===== config.mk =====
export PLATFORM = sky130hd
export DESIGN_NAME = hazard_stall_controller
export DESIGN_NICKNAME = d
export VERILOG_FILES = /design/src/rtl/hazard_stall_controller.sv
export SDC_FILE = /design/constraint.sdc
export NUM_CORES = 1
export LEC_CHECK = 0
export BUFFER_PORTS_ARGS = -buffer_cell sky130_fd_sc_hd__buf_2
export CORE_MARGIN = 4
export CORE_UTILIZATION = 42
export CTS_BUF_LIST = sky130_fd_sc_hd__clkbuf_2 sky130_fd_sc_hd__clkbuf_4 sky130_fd_sc_hd__clkbuf_8
export CTS_CLUSTER_SIZE = 14
export DETAILED_ROUTE_END_ITERATION = 10
export PLACE_DENSITY = 0.75
export SLEW_MARGIN = 10
export SYNTH_ARGS = -nofsm -noshare
export SYNTH_HDL_FRONTEND = slang
export SYNTH_SLANG_ARGS = --single-unit

===== constraint.sdc =====
create_clock -name I_CLK -period 1.99 [get_ports I_CLK]
set_input_delay 0.0995 -clock I_CLK [delete_from_list [all_inputs] [get_ports I_CLK]]
set_output_delay 0.0995 -clock I_CLK [all_outputs]
set_load 0.01 [all_outputs]

===== src/rtl/hazard_stall_controller.sv =====
// hazard_stall_controller: load-use stall, branch flush and optional HALT freeze (HAZARD_HALT_EN).
module hazard_stall_controller #(
  parameter int          REG_AW       = 5,
  parameter int          LOAD_LATENCY = 1,
  parameter int          CNT_W        = 16,
  parameter logic [5:0]  HALT_OP      = 6'b010101
) (
  input  logic              I_CLK,
  input  logic              I_RST_N,
  input  logic [REG_AW-1:0] I_ID_RS,
  input  logic [REG_AW-1:0] I_ID_RT,
  input  logic              I_ID_USES_RT,
  input  logic [5:0]        I_OPCODE,
  input  logic [REG_AW-1:0] I_EXE_RT,
  input  logic              I_EXE_MEMREAD,
  input  logic              I_BRANCH_TAKEN,
  input  logic              I_CNT_CLR,
  output logic              O_PC_WRITE,
  output logic              O_IFID_WRITE,
  output logic              O_ID_CTRL_MUX,
  output logic              O_IFID_FLUSH,
  output logic              O_STALLED,
  output logic              O_HALTED,
  output logic [CNT_W-1:0]  O_STALL_CYCLES
);
  localparam int RW = $clog2(LOAD_LATENCY + 1);
  if (LOAD_LATENCY < 1 || LOAD_LATENCY > 8) begin : g_bad_latency
    $error("LOAD_LATENCY must be 1..8");
  end
  typedef enum logic [1:0] {RUN, STALL, HALT} state_t;
  state_t          state;
  logic [RW-1:0]   rem;
  logic            hz, halt_op, stall_c, halt_c, freeze;
  assign hz = I_EXE_MEMREAD && (I_EXE_RT != '0) &&
              ((I_EXE_RT == I_ID_RS) || (I_ID_USES_RT && (I_EXE_RT == I_ID_RT)));
`ifdef HAZARD_HALT_EN
  assign halt_op = I_OPCODE == HALT_OP;
  assign halt_c  = I_RST_N && (state == HALT);
`else
  assign halt_op = 1'b0 && (I_OPCODE == HALT_OP);
  assign halt_c  = 1'b0;
`endif
  // Reset forces the pass-through outputs even while hazard inputs are live
  assign stall_c        = I_RST_N && !I_BRANCH_TAKEN && (((state == RUN) && hz) || (state == STALL));
  assign freeze         = stall_c || halt_c;
  assign O_PC_WRITE     = !freeze;
  assign O_IFID_WRITE   = !freeze;
  assign O_ID_CTRL_MUX  = freeze;
  assign O_IFID_FLUSH   = I_RST_N && I_BRANCH_TAKEN && (state != HALT);
  assign O_STALLED      = stall_c;
  assign O_HALTED       = halt_c;
  always_ff @(posedge I_CLK or negedge I_RST_N) begin
    if (!I_RST_N) begin
      state          <= RUN;
      rem            <= '0;
      O_STALL_CYCLES <= '0;
    end else begin
      O_STALL_CYCLES <= I_CNT_CLR ? '0 :
                        (stall_c && (O_STALL_CYCLES != '1)) ? O_STALL_CYCLES + CNT_W'(1) : O_STALL_CYCLES;
      case (state)
        RUN: begin
          if (!I_BRANCH_TAKEN && hz && (LOAD_LATENCY > 1)) begin
            state <= STALL;
            rem   <= RW'(LOAD_LATENCY - 1);
          end else if (!I_BRANCH_TAKEN && !hz && halt_op) begin
            state <= HALT;
          end
        end
        STALL: begin
          if (I_BRANCH_TAKEN || (rem == RW'(1))) begin
            state <= RUN;
            rem   <= '0;
          end else begin
            rem <= rem - RW'(1);
          end
        end
        default: state <= state;
      endcase
    end
  end
endmodule


### Word-level counts from Yosys, hierarchy flattened

Cells that the tools add are included.

* add/subtract/negate cells: 1
* eq/ne operators: 3
* muxes and demuxes: 2
* reductions and logical operators: 12

Operators by type and width (count)
* $mux W16: 2
* $add A16 B1 Y16 const B: 1
* $ne A16 B16 Y1 const B: 1
* $eq A5 B5 Y1: 2
* $logic_and A1 B1 Y1: 7
* $reduce_bool A5 Y1: 1
* $logic_not A1 Y1: 2
* $reduce_bool A2 Y1: 1
* $logic_or A1 B1 Y1: 1

* bits in registers: 16
* input port bits: 27
* output and inout port bits: 22
* logic and storage cells: 19

### Longest topological paths before layout

* depth after elaboration: 8
* mapped depth: 7
* depth with buffers taken out: 6

### Worst setup path after synthesis

No wires, ideal clock.

* kind: register -> register
* from: register O_STALL_CYCLES[0]
* to: register O_STALL_CYCLES[0]
* setup time: 0.136 ns
* arrival: 1.711 ns
* required time: 1.854 ns
* slack: 0.143 ns
* stages on the path, launching flop included: 8
* buffers on the path: 1
* clock period less this slack: 1.847 ns
* cell sequence: dfrtp_1 ha_1 nand4_1 or2_1 o21ai_2 clkbuf_1 or3_1 a21oi_1

* cells in the longest elaborated chain, start to end: 3
* elaborated cells between the ends (all ways): 6
* classes of those cells: 1 x add/sub; 1 x eq/ne; 2 x mux; 2 x reduce/logical

RTL lines
* from (decl): RTL line 24 `output logic [CNT_W-1:0] O_STALL_CYCLES`
* from (signal assigned): RTL line 58 `O_STALL_CYCLES <= I_CNT_CLR ? '0 :`
* $add A16 B1 Y16 / $ne A16 B16 Y1 (equally long branches): RTL line 59 `(stall_c && (O_STALL_CYCLES != '1)) ? O_STALL_CYCLES + CNT_W'(1) : O_STALL_CYCLES;`
* $mux W16 / $logic_and A1 B1 Y1 (equally long branches): RTL line 59
* $mux W16 / $reduce_bool A2 Y1 (equally long branches)

Parallel ways exist; a longest one is shown, timed or not. The select of a mux whose other input is x is not followed.
A chain may end at the register's enable or synchronous reset.

### Worst setup path in the final report

* from: register O_STALL_CYCLES[10]
* to: register O_STALL_CYCLES[8]

* cells in the longest elaborated chain, start to end: 3

RTL lines (RTL line)
* $ne A16 B16 Y1: 59
* $logic_and A1 B1 Y1: 59
* $reduce_bool A2 Y1 (no source line)

No other way between the ends.

==> impl_metrics.toml <==
[outcome]
status = "finished, final reports clean"

[synthesis]
synthCells = 128
synth_cell_types = 36
ys_seq_elements = 16
synth_edf_count = 0
synth_most_common_cell = "dfrtp_1"
yosys.area.top_type_share_pct = 35.6
synth_commonest_cells = "16 x dfrtp_1, 13 x a21oi_1, 9 x xor2_1, 8 x nand4_1"
synthFlopType = "dfrtp_1"
ys_async_sr_fraction_pct = 100
synth_seq_area_share_pct = 35.6
syn-num-nets = 156
synth_largest_area_cell = "dfrtp_1"
yosys-top-cells-area = "dfrtp_1 36%, xor2_1 7.0%, a21oi_1 5.8%, o31ai_1 4.7%, or4_1 4.7%"
synth_area_sq_mm = 0.00112
synth_area_per_cell_sq_um = 8.78
yosys_warnings = 0

[pwr]
p_switching_uw = 166
p_leak_uw = 0.000645
clkPwrFrac_pct = 35.1
switching_share_pct = 25.9
seqPwrFrac_pct = 50.8
pwr-share-comb_pct = 14.1
p_int_uw = 474
power.density_mw_per_mm2 = 450
ir_drop_mv = 0.252

[worst_setup_path]
end_kind = "flop"
rrSetupSlack_ns = 0.12
crit_required_ns = 2.18
critPathLaunchType = "flop"
crit_type = "reg -> reg"
arrival_ns = 2.06
critPathMaxFanout = 6

[floorplanning]
core_area_sq_mm = 0.00252
row_count = 18
chipHeight_microns = 59.7
die_area_sq_mm = 0.00357
ios = 49
initial_core_util_pct = 44.5
die_w_microns = 59.7

[global_routing]
busiest_layer = "met2"
grt_overflow_total = 0
use_met1_pct = 21.9
grt_pass1_wl_mm = 5.18
grt_pass1_vias = 1186
met2_usage_pct = 34.6
grt_max_degree = 32
grt.total_usage_pct = 18.7
antenna_found_initial = 0
grt_use_met3_pct = 2.59

[sta]
drv_slew = 0
fmaxAchievable_mhz = 534
hold_viol_final = 0
min_period_ns = 1.87
finalSetupViolCount = 0
fin_worst_skew_ns = 0.00511
holdWs_ns = 0.181
post-route-period-util_pct = 94.1
worst_slack_ns = 0.117

[finish]
top_register = "O_STALL_CYCLES"
largestRegisters = "O_STALL_CYCLES x16"
fin_cells = 200
area_delta_synth_final_pct = 26.7
drive_above_1_share_pct = 32.4
nets = 199
largest_reg_flops = 16
insertedDiodeCount = 0

[clock_tree]
cts_made_buffers = 3
cts_root_buf = "clkbuf_4"
htree_levels = 1
clockBufferDepth = 2
path_clk_slew_ns = 0.10
postCtsSetupRepairBufs = 0
cts_tree = "yes"
clock_latency_ns = 0.29
clock_sinks = 16

[drt]
ant_nets = 0
wl_mm = 2.95
viasPerCell = 5.84
drtPass1Iterations = 4
drc = 0
vias = 1167
drt_first_iter_violations = 24
avgRoutedWirePerCell_microns = 14.7

[placement]
place.gp.congestion = 0.830
placed_cells = 195
hpwl_mm = 2.28
port_buffers = 41
pre_cts_ws_ns = 0.0476

[hold_path]
min_path_type = "in -> reg"

[flow_run]
max_cap_violations = 0
cell usage in the layout (no fill, tap or decap), drive strengths merged, types with 2 or more instances in the layout:
cell type	Yosys	layout
buf	6	47
dfrtp	16	16
a21oi	13	13
xor2	9	9
nand4	8	8
o21ai	8	8
o31ai	7	7
or4	7	7
nor3	6	6
nor2	5	5
or3	5	5
nand3	5	5
nand2	4	4
clkbuf	4	4
and3	3	3
and4	3	3
and2	2	2
o211ai	2	2
nor2b	2	2
mux2	2	2
area by class of cell:
cell class / instances / area [sq um]
Clock buffer: 4 / 36.3
Fill cell: 251 / 1100
Inverter: 1 / 3.75
Multi-Input combinational cell: 101 / 673
Sequential cell: 16 / 400
Tap cell: 30 / 37.5
Timing Repair Buffer: 48 / 273
per-stage QoR:
| stage | area, sq um | TNS, ns | power [uW] | utilization (%) |
|---|---|---|---|---|
| global route | 1420 | -0.0186 | 676 | 56.4 |
| detailed placement | 1370 | 0 | 422 | 54.2 |
| floorplan | 1120 | 0 | 376 | - |
| global placement | 1370 | 0 | 417 | 54.2 |
| CTS | 1410 | 0 | 649 | 56.0 |
| finish | 1420 | 0 | 640 | 56.4 |
path summary, 6_finish.rpt:
check                                endpoint          startpoint  cells after the start
setup / recovery            O_STALL_CYCLES[8]  O_STALL_CYCLES[10]                      6
hold / removal              O_STALL_CYCLES[4]           I_CNT_CLR                      2
setup reg to reg            O_STALL_CYCLES[8]  O_STALL_CYCLES[10]                      6
hold reg to reg            O_STALL_CYCLES[12]  O_STALL_CYCLES[12]                      2
max in group asynchronous  O_STALL_CYCLES[12]             I_RST_N                      3
min in group asynchronous   O_STALL_CYCLES[5]             I_RST_N                      3
critical path, stage by stage (launching register included):
cell and delay (ns):
dfrtp_1 0.43, and4_2 0.28, nand4_1 0.19, buf_4 0.21, o211ai_1 0.25, nor3_1 0.10
mux2_1 0.31
logic make-up after synthesis:
logic type	count (synthesis)	synth area share (%)
other	1	0.334
buffers and inverters	11	5.45
flip-flops	16	35.6
AND/OR/NAND/NOR	54	28.5
XOR/XNOR	10	7.80
AO/OA/AOI/OAI	33	19.2
multiplexers	2	2.00
adder cells (fa/ha/maj)	1	1.11
power groups by stage:
stage | clock (uW) | sequential (uW) | combinational [uW]
final | 224 | 325 | 90.5
after global routing | 249 | 325 | 101
after CTS | 232 | 325 | 91.7
after detailed placement | 0 | 332 | 90.1
after global placement | 0 | 332 | 85.3
after floorplan | 0 | 332 | 44.1
routing by layer:
layer / part of all wire [%] / wire length, microns
met1: 40 / 1180
met2: 51 / 1520
met3: 7.6 / 224
met4: 0.92 / 27
met5: 0 / 0
repair_timing:
action                                 in CTS  in global routing
endpoints found under the hold margin      16                  0
setup endpoints to repair                   0                  9
gates resized for setup                     0                  3
hold buffers                                1                  0
Note: power is estimated with default switching activity, not from simulation.
